## src/rtl/fetch_queue_stage.sv

```systemverilog
// -----------------------------------------------------------------------------
// fetch_queue_stage
//   Instruction-fetch front end. Owns the program counter, issues one request
//   per cycle to a synchronous instruction memory (data returns one cycle after
//   the request) and buffers returned words in a small FIFO that feeds decode
//   through a valid/ready handshake. A start-address load (pcSelect) and a
//   branch/jump redirect both flush the queue and drop the in-flight response.
//
// Ports
//   clk, rst_n        rising-edge clock, asynchronous active-low reset
//   pcSelect          1 = load startAddress into PC, flush, hold fetch
//   startAddress      PC loaded while pcSelect=1 (low 2 bits ignored)
//   redirect_valid    taken branch/jump from execute
//   redirect_target   new PC on redirect (low 2 bits ignored)
//   imem_req          fetch request this cycle (combinational)
//   imem_addr         byte address of the request (registered PC)
//   imem_rdata        memory data, valid the cycle after imem_req
//   id_valid          queue head valid to decode
//   id_instr, id_pc   head instruction and its PC (0 while id_valid=0)
//   id_ready          decode accepts the head this cycle
// -----------------------------------------------------------------------------
module fetch_queue_stage #(
  parameter int                    ADDR_WIDTH  = 32,
  parameter int                    INSTR_WIDTH = 32,
  parameter int                    QDEPTH      = 4,
  parameter logic [ADDR_WIDTH-1:0] RESET_PC    = '0
) (
  input  logic                   clk,
  input  logic                   rst_n,
  input  logic                   pcSelect,
  input  logic [ADDR_WIDTH-1:0]  startAddress,
  input  logic                   redirect_valid,
  input  logic [ADDR_WIDTH-1:0]  redirect_target,
  output logic                   imem_req,
  output logic [ADDR_WIDTH-1:0]  imem_addr,
  input  logic [INSTR_WIDTH-1:0] imem_rdata,
  output logic                   id_valid,
  output logic [INSTR_WIDTH-1:0] id_instr,
  output logic [ADDR_WIDTH-1:0]  id_pc,
  input  logic                   id_ready
);

  localparam int PW = $clog2(QDEPTH);
  localparam int CW = PW + 1;
  localparam logic [CW-1:0] DEPTH_C   = CW'(QDEPTH);
  localparam logic [ADDR_WIDTH-1:0] ALIGN_MASK = ~ADDR_WIDTH'(3);

  typedef enum logic {S_LOAD, S_RUN} state_t;

  state_t                  r_state, w_state_nxt;
  logic [ADDR_WIDTH-1:0]   r_pc, w_pc_nxt;
  logic [ADDR_WIDTH-1:0]   r_req_pc;
  logic                    r_inflight;
  logic                    r_discard;
  logic [CW-1:0]           r_count;
  logic [PW-1:0]           r_rd_ptr, r_wr_ptr;
  logic [INSTR_WIDTH-1:0]  r_instr_mem [QDEPTH];
  logic [ADDR_WIDTH-1:0]   r_pc_mem    [QDEPTH];

  logic                    w_flush, w_pop, w_push, w_req;
  logic [CW:0]             w_occ;

  assign w_flush = pcSelect | redirect_valid;
  assign w_pop   = id_valid & id_ready & ~w_flush;
  // The response of the request issued last cycle lands now; it is dropped if
  // a flush happened last cycle or is happening this cycle.
  assign w_push  = r_inflight & ~r_discard & ~w_flush;

  // Occupancy including the word already in flight, net of this cycle's pop.
  // A pop implies r_count >= 1, so the subtraction cannot underflow.
  assign w_occ = {1'b0, r_count} + (CW+1)'(r_inflight) - (CW+1)'(w_pop);

  // Next-state, next-PC and request decode.
  // NOTE: every signal assigned in this block gets a default first, so no path
  // leaves it unassigned and no latch is inferred.
  always_comb begin
    w_state_nxt = r_state;
    w_pc_nxt    = r_pc;
    w_req       = 1'b0;
    if (pcSelect) begin
      w_state_nxt = S_LOAD;
      w_pc_nxt    = startAddress & ALIGN_MASK;
    end else begin
      w_state_nxt = S_RUN;
      if (redirect_valid) begin
        w_pc_nxt = redirect_target & ALIGN_MASK;
      end else if (r_state == S_RUN && w_occ < {1'b0, DEPTH_C}) begin
        w_req    = 1'b1;
        w_pc_nxt = r_pc + ADDR_WIDTH'(4);
      end
    end
  end

  // NOTE: sequential state uses non-blocking assignments so every register
  // samples the pre-edge values regardless of statement order.
  always_ff @(posedge clk or negedge rst_n) begin
    if (!rst_n) begin
      r_state    <= S_LOAD;
      r_pc       <= RESET_PC;
      r_req_pc   <= '0;
      r_inflight <= 1'b0;
      r_discard  <= 1'b0;
      r_count    <= '0;
      r_rd_ptr   <= '0;
      r_wr_ptr   <= '0;
    end else begin
      r_state    <= w_state_nxt;
      r_pc       <= w_pc_nxt;
      r_inflight <= w_req;
      r_discard  <= w_flush;
      if (w_req) r_req_pc <= r_pc;
      if (w_flush) begin
        r_count  <= '0;
        r_rd_ptr <= '0;
        r_wr_ptr <= '0;
      end else begin
        if (w_push) r_wr_ptr <= r_wr_ptr + PW'(1);
        if (w_pop)  r_rd_ptr <= r_rd_ptr + PW'(1);
        r_count <= r_count + CW'(w_push) - CW'(w_pop);
      end
    end
  end

  // NOTE: queue storage is deliberately not reset; occupancy is tracked by
  // r_count and the outputs are gated with id_valid, so stale contents are
  // never visible and the array can map onto plain flops or RAM.
  always_ff @(posedge clk) begin
    if (w_push) begin
      r_instr_mem[r_wr_ptr] <= imem_rdata;
      r_pc_mem[r_wr_ptr]    <= r_req_pc;
    end
  end

  assign imem_req  = w_req;
  assign imem_addr = r_pc;
  assign id_valid  = (r_count != '0);
  assign id_instr  = id_valid ? r_instr_mem[r_rd_ptr] : '0;
  assign id_pc     = id_valid ? r_pc_mem[r_rd_ptr]    : '0;

  // Request throttling guarantees room for every response.
  a_no_overflow : assert property (@(posedge clk) disable iff (!rst_n)
    !(w_push && !w_pop && r_count == DEPTH_C));

endmodule

```

## config.mk

```make
export PLATFORM = sky130hd
export DESIGN_NAME = fetch_queue_stage
export DESIGN_NICKNAME = d
export VERILOG_FILES = /design/src/rtl/fetch_queue_stage.sv
export SDC_FILE = /design/constraint.sdc
export NUM_CORES = 1
export LEC_CHECK = 0
export ABC_AREA = 1
export BUFFER_PORTS_ARGS = -buffer_cell sky130_fd_sc_hd__buf_2
export CORE_MARGIN = 1.5
export CORE_UTILIZATION = 35
export DETAILED_ROUTE_END_ITERATION = 16
export MAX_ROUTING_LAYER = met4
export PLACE_DENSITY = 0.53
export SLEW_MARGIN = 40
export SYNTH_ARGS = -nofsm -noshare
export SYNTH_HDL_FRONTEND = slang
export SYNTH_SLANG_ARGS = --single-unit
```

## constraint.sdc

```tcl
create_clock -name clk -period 9.7 [get_ports clk]
set_clock_uncertainty 0.15 [all_clocks]
set_input_delay 1.455 -clock clk [delete_from_list [all_inputs] [get_ports clk]]
set_output_delay 1.455 -clock clk [all_outputs]
set_load 0.03 [all_outputs]
```

# Yosys cells after proc, flatten, opt, wreduce, memory -nomap -nowiden
# Memory sizes are Yosys's and may differ from the RTL's.
# Index checks and enable logic that the tools add are counted.
# Widths: inputs -> output; s select.
dict set report classes {
  addsub 7
  n_mul 0
  div_mod_pow 0
  n_lt_le_gt_ge 1
  n_eq_ne 0
  shifts 0
  mux 16
  bitwise_logic 7
  reduce_logical 5
}
# op n
set ops {}
lappend ops {{$mux 32} 5}
lappend ops {{$add 32x3->32 const B} 1}
lappend ops {{$mux 2} 4}
lappend ops {{$mux 1} 6}
lappend ops {{$reduce_bool 3->1} 2}
lappend ops {{$add 2x1->2 const B} 2}
lappend ops {{$add 3x1->4} 1}
lappend ops {{$and 1x1->1} 4}
lappend ops {{$lt 4x3->1 const B} 1}
lappend ops {{$reduce_bool 2->1} 2}
lappend ops {{$sub 4x1->4} 1}
lappend ops {{$add 3x1->3} 1}
lappend ops {{$mux 3} 1}
lappend ops {{$sub 3x1->3} 1}
lappend ops {{$not 1->1} 2}
lappend ops {{$logic_and 1x1->1} 1}
lappend ops {{$or 1x1->1} 1}
dict set report totals {
  regBits 74
  latch_bits 0
  ram_bits 256
  romBits 0
  in_bits 101
  elab_cells 46
  mem_count 2
}
# memory depth width read_ports rd_ports_with_merged_regs write_ports line_no
set memory_table {}
lappend memory_table {r_instr_mem 4 32 1 0 1 57} ;# logic [INSTR_WIDTH-1:0] r_instr_mem [QDEPTH];
lappend memory_table {r_pc_mem 4 32 1 0 1 58} ;# logic [ADDR_WIDTH-1:0] r_pc_mem [QDEPTH];

# Depth between registers and ports, before layout
# Gate-level depths: netlist of run 1.
dict set report depth {
  word_depth 9
  depth_mapped 15
}

# Worst setup path before layout of run 1
# OpenSTA, ideal clock, no wires.
dict set report synth_timing {
  kind {input -> register}
  start {input pcSelect}
  end {memory r_instr_mem[0][0] (enable)}
  setup_ns 0.482
  arrival_ns 4.822
  required_time_ns 9.068
  path_slack_ns 4.246
  path_stages 5
  n_path_buf 2
  path_cell_list {buf_2 > nor2_4 > clkbuf_1 > nand3_1 > nor2_1}
}
dict set report synth_via {
  elab_chain_cells 5
}
# item line_no
set synth_rtl {}
lappend synth_rtl {{from (decl)} 30} ;# input logic pcSelect,
lappend synth_rtl {{$or 1x1->1} 63} ;# assign w_flush = pcSelect | redirect_valid;
lappend synth_rtl {{$not 1->1} 67} ;# assign w_push = r_inflight & ~r_discard & ~w_flush;
lappend synth_rtl {{$and 1x1->1} 67}
lappend synth_rtl {{$mux 1} 128} ;# if (w_push) begin
lappend synth_rtl {{$mux 1 (not written as such)} 129} ;# r_instr_mem[r_wr_ptr] <= imem_rdata;
lappend synth_rtl {{to (decl)} 57}
# No other way between the ends.

# Worst setup path after layout of run 1
dict set report layout_timing {
  start {input pcSelect}
  end {output imem_req}
}
dict set report layout_via {
  elab_chain_cells 9
}
# item line_no
set layout_rtl {}
lappend layout_rtl {{$or 1x1->1} 63}
lappend layout_rtl {{$not 1->1} 64} ;# assign w_pop = id_valid & id_ready & ~w_flush;
lappend layout_rtl {{$and 1x1->1} 64}
lappend layout_rtl {{$sub 4x1->4} 71} ;# assign w_occ = {1'b0, r_count} + (CW+1)'(r_inflight) - (CW+1)'(w_pop);
lappend layout_rtl {{$lt 4x3->1} 87} ;# end else if (r_state == S_RUN && w_occ < {1'b0, DEPTH_C}) begin
lappend layout_rtl {{$logic_and 1x1->1} 87}
lappend layout_rtl {{$mux 1} 87}
lappend layout_rtl {{$mux 1} 85} ;# if (redirect_valid) begin
lappend layout_rtl {{$mux 1 (*)} 80} ;# if (pcSelect) begin
lappend layout_rtl {{to (decl)} 34} ;# output logic imem_req,
# Mark *: on every way between the ends. The rest lies on a longest branch, timed or not.

==> key figures, run 1 <==
STA
  – Fin crit period: 6220 ps
  – Tcrit/Tclk final: 0.641
  – Hold WS: between 300 and 400 ps
  – Unrepaired setup endpoints after global routing: no
  – Slew @ Worst Pin: just under 800 ps
  – Slew Viols, Final: 0
  – Final Hold Viols: 0
  – Fmax: between 150 and 200 MHz
  – Setup TNS Final: 0 ps
  – Final setup fails: 0
  – Relative slew slack: 0.484
  – Fin worst setup slack: approximately 3500 ps

Synthesis
  – Cell with the most instances after synthesis: nor2_1
  – Netlist cell types: 28
  – Post-synth EDFFs: roughly 250
  – Mapped Cells: between 1000 and 1500
  – Yosys synthesis warning count: 0
  – Ys async rst share: 0.220
  – Syn Area/Cell: between 10 and 15 µm²
  – Register bit total from synthesis: approximately 320
  – Sequential area share after synthesis: 0.656
  – Largest cells by area after synthesis: edfxtp_1 (53%), dfrtp_1 (12%), nor2_1 (8.1%)
  – Synthesized area: about 0.014 mm²
  – Top cells by count, synth: nor2_1 (304), nand2_1 (261), edfxtp_1 (248)
  – Yosys top cell area share: 0.531
  – Yosys top cell by area: edfxtp_1
  – Top FF cell, synth: edfxtp_1

Floorplan
  – Core area: 0.0396 mm²
  – Die width: 203 µm
  – FP Rows: 73
  – Initial Utilization: 0.354
  – Total Die Area: about 0.041 mm²
  – Die height: 203 µm
  – Io pins: between 150 and 200

Power and ir drop
  – Peak VDD IR: 0.109 mV
  – Overall Power: 3.14 mW
  – Leakage power: approximately 6.7 nW
  – Ratio of total power to cell area: 189 mW/mm²

Global route
  – GRT Util Overall: 0.183
  – Vias in the first global route: ~10000
  – Pin count of the biggest net entering global routing: 103
  – Initial antenna violation count: 0
  – First-pass GRT wire length: approximately 57000 µm
  – Grt ovf: 0

Worst setup path
  – Worst setup path endpoint: imem_req
  – Critical path class: in -> out
  – Worst R2R Start: r_count[1]
  – Setup crit start: pcSelect
  – Max FO, Critical Path: between 60 and 70
  – R2R Path End: imem_addr[19]
  – Worst EP arrival: roughly 4600 ps
  – Worst setup SP type: primary input
  – FF-to-FF setup slack: ~6000 ps
  – Worst path required time: a little over 8000 ps
  – Worst r2r path cells: 14
  – Critical path capture point type: output pin

Clock tree
  – Post-CTS setup buffer count: 0
  – CTS tree: yes
  – Longest Clk Path Bufs: 3
  – H-tree depth: 2
  – CTS Sinks: between 300 and 400
  – Clock root cell: clkbuf_16
  – Hold-fix buffer count after cts: 0
  – Post-cts repair resize count: 0
  – Inserted Clock Buffers: 35
  – Clk Latency, worst-skew pair: around 510 ps
  – Clk pin slew, worst setup/hold paths: 60 ps

Route
  – WL per Instance: around 17 µm
  – Pre-antenna DRT Iters: 5
  – Final WL: 36700 µm
  – Post-route ant nets: 0
  – Vias: between 10000 and 15000
  – DRC viols: 0
  – Vias per cell: 4.91
  – DRT iter0 DRCs: ~610

Cells and area
  – Layout cells sized above 1: 0.179
  – Synthesis-to-layout area growth: 18.5%
  – Net count, final: between 1500 and 2000
  – Fill count: 3883
  – Design Area, Final: around 0.017 mm²
  – Count of non-filler cells in the finished layout: 2108
  – Core Util, Final: 0.419

Status
  – Outcome: finished clean

Worst hold path
  – Hold Path Class: reg -> reg

Placement
  – HPWL after detailed placement: 21900 µm
  – Placer Congestion: roughly 0.87
  – Place WS: 3470 ps
  – Post-Place Cells: about 2000
  – DP Area: about 0.015 mm²
  – I/O Buffers: 190

Job
  – Max Cap Violations: 0
[registers in the layout, indices dropped and copies added, names as in the netlist]
signal,count
r_pc_mem,120
r_wr_ptr,2
r_instr_mem,128
imem_addr,30
r_state,1
r_count,3
r_inflight,1
r_rd_ptr,2
r_discard,1
r_req_pc,30
[critical path: stages]
cell	delay, ps
buf_2	280
nor2_4	130
buf_4	560
nand4_1	220
ha_1	330
nand2_1	50
inv_1	50
nand2_1	70
nand3_1	70
nand2_1	90
nor2_4	510
nand3_1	130
buf_4	270
inv_1	100
buf_2	200
[routing by layer]
metal	part of all wire	track usage	vias to the layer above
met4	0.023	0.0521	0
met3	0.058	0.0300	73
met1	0.47	0.246	4848
met5	0	-	-
li1	-	-	5094
met2	0.45	0.287	344
[where the power goes]
| part | switching, mW | internal [mW] |
|---|---|---|
| registers | 0.0765 | 1.54 |
| clock network | 0.519 | 0.809 |
| logic | 0.136 | 0.0659 |
[how the worst min path moves through the flow]
| stage | start | to | slack [ps] | depth (start not counted) |
|---|---|---|---|---|
| 6_report | r_req_pc[20] | r_pc_mem[3][20] | 370 | 0 |
| 5_1_grt | r_req_pc[5] | r_pc_mem[2][5] | 400 | 0 |
| 4_1_cts | r_req_pc[25] | r_pc_mem[0][25] | 370 | 0 |
| 3_5_place_dp | r_req_pc[21] | r_pc_mem[3][21] | 360 | 0 |
| 3_3_place_gp | r_req_pc[20] | r_pc_mem[3][20] | 350 | 0 |
| 2_1_floorplan | r_req_pc[10] | r_pc_mem[0][10] | 330 | 0 |
[placed cells by master, fill, tap and decap left out, drive strengths merged, types with 2 or more instances in the layout]
| master | instances |
|---|---|
| nor2 | 308 |
| nand2 | 261 |
| edfxtp | 248 |
| buf | 204 |
| o21ai | 147 |
| a21oi | 71 |
| dfrtp | 70 |
| nand3 | 69 |
| inv | 45 |
| clkbuf | 40 |
| nand4 | 38 |
| clkinv | 14 |
| or2 | 11 |
| nand3b | 11 |
| ha | 8 |
| xor2 | 7 |
| nor3 | 7 |
| a31oi | 5 |
| bufinv | 5 |
| o211ai | 4 |
| conb | 4 |
| xnor2 | 2 |
[kinds of logic after synthesis]
logic type | Yosys count | synth area share
flip-flops | 318 | 0.656
XOR/XNOR | 9 | 0.00562
AND/OR/NAND/NOR | 705 | 0.209
AO/OA/AOI/OAI | 228 | 0.0830
buffers and inverters | 131 | 0.0381
other | 1 | 0.000267
adder cells (fa/ha/maj) | 9 | 0.00856
[area by class of cell]
type / instances / area (µm²) / share of cell area
Inverter: 46 / 175 / 0.0105
Antenna cell: 1 / 2.50 / 0.000151
Multi-Input combinational cell: 955 / 4340 / 0.261
Clock buffer: 40 / 916 / 0.0551
Timing Repair Buffer: 204 / 1090 / 0.0656
Clock inverter: 19 / 230 / 0.0139
Sequential cell: 318 / 9200 / 0.554
Tap cell: 525 / 657 / 0.0395
Note: power is estimated with default switching activity, not from simulation.
==> inputs of run 2 (changes only) <==
--- a/config.mk
+++ b/config.mk
@@ -5,13 +5,13 @@
 export SDC_FILE = /design/constraint.sdc
 export NUM_CORES = 1
 export LEC_CHECK = 0
-export ABC_AREA = 1
+export ABC_AREA = 0
 export BUFFER_PORTS_ARGS = -buffer_cell sky130_fd_sc_hd__buf_2
 export CORE_MARGIN = 1.5
 export CORE_UTILIZATION = 35
 export DETAILED_ROUTE_END_ITERATION = 16
 export MAX_ROUTING_LAYER = met4
-export PLACE_DENSITY = 0.53
+export PLACE_DENSITY = 0.55
 export SLEW_MARGIN = 40
 export SYNTH_ARGS = -nofsm -noshare
 export SYNTH_HDL_FRONTEND = slang
==> constraint.sdc (replaced) <==
create_clock -name clk -period 5.3 [get_ports clk]
set_clock_uncertainty 0.15 [all_clocks]
set_input_delay 0.795 -clock clk [delete_from_list [all_inputs] [get_ports clk]]
set_output_delay 0.795 -clock clk [all_outputs]
set_load 0.03 [all_outputs]
==> run 2 against run 1 <==
Against the previous run: critical path depth is 4 lower; largest power group unchanged; count of clock-buffer cells in the layout rose by 9; register-to-register slack got worse by 4300 ps; via count down 26%; total power is 85% higher; sequential power is 85% higher.
==> key figures, run 2 <==
Status
  – Outcome: finished clean (unchanged)

Worst setup path
  – Slowest-stage cell, CP: or2_0 (was buf_4)
  – Critical path capture point type: output pin (unchanged)
  – Worst path required time: 4360 ps (was 8100 ps)
  – Worst setup SP type: primary input (unchanged)
  – Slowest stage delay, CP: 460 ps (was 560 ps)
  – Setup crit start: id_ready (was pcSelect)
  – Critical path class: in -> out (unchanged)
  – Worst EP arrival: 3380 ps (was 4610 ps)
  – Top cell by count, worst path: buf_2 (was nand2_1)
  – Worst R2R Start: r_count[1] (unchanged)
  – Cell chain of the critical path: buf_2, or3b_4, or3_1, ha_1, nand2_1, nor4_4, o2111a_2, or2_0, nand2_8, inv_1, buf_2 (was buf_2, nor2_4, buf_4, nand4_1, ha_1, nand2_1, inv_1, nand2_1, nand3_1, nand2_1, nor2_4, nand3_1, buf_4, inv_1, buf_2)
  – Max FO, Critical Path: 5 (was 69)

Placement
  – HPWL after detailed placement: 20200 µm (was 21900 µm)
  – Post-Place Cells: 1481 (was 2048)
  – Placer Congestion: 0.848 (was 0.869)
  – I/O Buffers: 190 (unchanged)
  – Place WS: 986 ps (was 3470 ps)

Power and ir drop
  – Leakage power: 5.98 nW (was 6.70 nW)
  – Ratio of total power to cell area: 358 mW/mm² (was 189 mW/mm²)
  – Peak VDD IR: 0.187 mV (was 0.109 mV)
  – Overall Power: 5.82 mW (was 3.14 mW)

Cells and area
  – Commonest non-fill, non-tap cell in the layout: edfxtp_1 (was nor2_1)
  – Max reg flops: 128 (unchanged)
  – Count of non-filler cells in the finished layout: 1548 (was 2108)
  – Top flop regs: r_instr_mem (128), r_pc_mem (120) (unchanged)
  – Biggest register: r_instr_mem (unchanged)
  – Net count, final: 1118 (was 1670)
  – Synthesis-to-layout area growth: 20.6% (was 18.5%)
  – Layout cells sized above 1: 0.359 (was 0.179)
  – Fill count: 3457 (was 3883)
  – Most frequent cells in the layout: edfxtp_1 (248), buf_2 (189), dfrtp_1 (68) (was nor2_1 (300), nand2_1 (258), edfxtp_1 (248))

Floorplan
  – Total Die Area: 0.0396 mm² (was 0.0413 mm²)
  – Initial Utilization: 0.357 (was 0.354)
  – Die width: 199 µm (was 203 µm)
  – Die height: 199 µm (was 203 µm)
  – Core area: 0.0378 mm² (was 0.0396 mm²)
  – FP Rows: 71 (was 73)
  – Io pins: 199 (unchanged)

Route
  – Vias per cell: 4.96 (was 4.91)
  – DRC viols: 0 (unchanged)
  – WL per Instance: 20.4 µm (was 17.4 µm)
  – Final WL: 31500 µm (was 36700 µm)
  – Wire length on met3: 1800 µm (was 2110 µm)
  – Met2 WL: 14900 µm (was 16600 µm)
  – Metal1 wirelength: 14400 µm (was 17100 µm)
  – Pre-antenna DRT Iters: 4 (was 5)
  – Top layer in use: met4 (unchanged)
  – Post-route ant nets: 0 (unchanged)
  – DRT iter0 DRCs: 314 (was 613)
  – Vias: 7674 (was 10400)

Clock tree
  – Hold-fix buffer count after cts: 0 (unchanged)
  – Clk Latency, worst-skew pair: 510 ps (about the same)
  – Clk pin slew, worst setup/hold paths: 60 ps (about the same)
  – Inserted Clock Buffers: 36 (was 35)
  – Post-CTS setup buffer count: 0 (unchanged)
  – Clock root cell: clkbuf_16 (unchanged)
  – Post-cts repair resize count: 0 (unchanged)
  – CTS tree: yes (unchanged)
  – H-tree depth: 2 (unchanged)
  – Longest Clk Path Bufs: 3 (unchanged)
  – CTS Sinks: 318 (unchanged)

STA
  – Slew Viols, Final: 0 (unchanged)
  – Setup TNS Final: 0 ps (unchanged)
  – Fmax: ~230 MHz
  – Relative slew slack: 0.453 (was 0.484)
  – Tcrit/Tclk final: 0.815
  – Unrepaired setup endpoints after global routing: no (unchanged)
  – Final setup fails: 0 (unchanged)
  – Final Hold Viols: 0 (unchanged)
  – Fin crit period: about 4300 ps
  – Fin worst setup slack: 980 ps (was 3480 ps)
  – Slew @ Worst Pin: 815 ps (was 775 ps)

Synthesis
  – Yosys top cell area share: 0.553 (was 0.531)
  – Ys async rst share: 0.220 (unchanged)
  – Post-synth EDFFs: 248 (unchanged)
  – Synthesized area: 0.0135 mm² (was 0.0140 mm²)
  – Yosys top cell by area: edfxtp_1 (unchanged)
  – Yosys synthesis warning count: 0 (unchanged)
  – Mapped Cells: 806 (was 1401)
  – Syn Area/Cell: 16.7 µm² (was 10.0 µm²)
  – Top cells by count, synth: edfxtp_1 (248), dfrtp_1 (70), and2_1 (67) (was nor2_1 (304), nand2_1 (261), edfxtp_1 (248))
  – Sequential area share after synthesis: 0.683 (was 0.656)
  – Cell with the most instances after synthesis: edfxtp_1 (was nor2_1)
  – Largest cells by area after synthesis: edfxtp_1 (55%), dfrtp_1 (13%), mux4_2 (10%) (was edfxtp_1 (53%), dfrtp_1 (12%), nor2_1 (8.1%))
  – Netlist cell types: 66 (was 28)
  – Register bit total from synthesis: 318 (unchanged)
  – Top FF cell, synth: edfxtp_1 (unchanged)

Global route
  – GRT Util Overall: 0.167 (was 0.183)
  – Grt ovf: 0 (unchanged)
  – Vias in the first global route: 8046 (was 10200)
  – Pin count of the biggest net entering global routing: 71 (was 103)
  – First-pass GRT wire length: 48100 µm (was 57100 µm)
  – Initial antenna violation count: 2 (was 0)

Worst hold path
  – Hold Path Class: in -> async (was reg -> reg)

Job
  – Max Cap Violations: 0 (unchanged)
[run 2: cell count changes in the layout (fill, tap and decap cells not counted), sizes merged, moves of 29 or more]
cell / before / now
mux2: 0 / 29
mux4: 0 / 62
nand3: 69 / 12
nor2: 308 / 36
and2: 0 / 67
a21oi: 71 / 25
nand2: 261 / 41
o21ai: 147 / 19
inv: 45 / 12
[run 2: path summary, 6_finish.rpt]
check,cells past startpoint,slack (ps),to
max,11,980,imem_req
min,1,140,imem_addr[27]
max reg2reg,9,1770,r_req_pc[4]
min reg2reg,0,370,r_pc_mem[3][5]
max in group asynchronous,1,4310,r_rd_ptr[0]
min in group clk,1,350,r_instr_mem[0][22]
[run 2: cell families after synthesis]
logic type | Yosys count | synth area share
flip-flops | 318 | 0.683
AND/OR/NAND/NOR | 204 | 0.0838
multiplexers | 98 | 0.140
AO/OA/AOI/OAI | 90 | 0.0444
buffers and inverters | 62 | 0.0231
XOR/XNOR | 24 | 0.0156
adder cells (fa/ha/maj) | 9 | 0.00892
other | 1 | 0.000279
[run 2: routing by layer]
metal	vias to the layer above	track usage
li1	3523	-
met1	3883	0.220
met2	224	0.266
met3	44	0.0343
met4	0	0.0398
met5	-	-
[run 2: report_power, final]
group          internal, mW  leakage (nW)  switching [mW]
registers              2.84          3.08           0.142
clock network          1.51         0.574           0.956
logic                 0.169          2.32           0.200
total                  4.52          5.98            1.30
[run 2: worst max-delay path: cells and delay by family]
family	cells	cell delay (ps)
AOI/OAI and AO/OA	1	290
adders and majority gates	1	300
buffers and inverters	3	430
and+or+nand+nor	6	1550
[run 2: final cells by class]
cell class	count	area (µm²)	share of cell area
repair buffers	212	1180	0.0727
flip-flops and latches	318	9210	0.567
well taps	511	639	0.0394
inverters	11	41.3	0.00254
multi-input cells	429	3980	0.245
diodes	2	5.00	0.000308
clock inverters	16	193	0.0119
clock buffers	49	991	0.0610
[run 2: through the flow]
step | hold WS (ps) | cell area, µm² | utilization
2_1_floorplan | 321 | 13500 | -
3_3_place_gp | 344 | 15000 | 0.396
3_5_place_dp | 358 | 15000 | 0.399
4_1_cts | 155 | 16200 | 0.430
5_1_grt | 190 | 16200 | 0.430
6_report | 138 | 16200 | 0.430
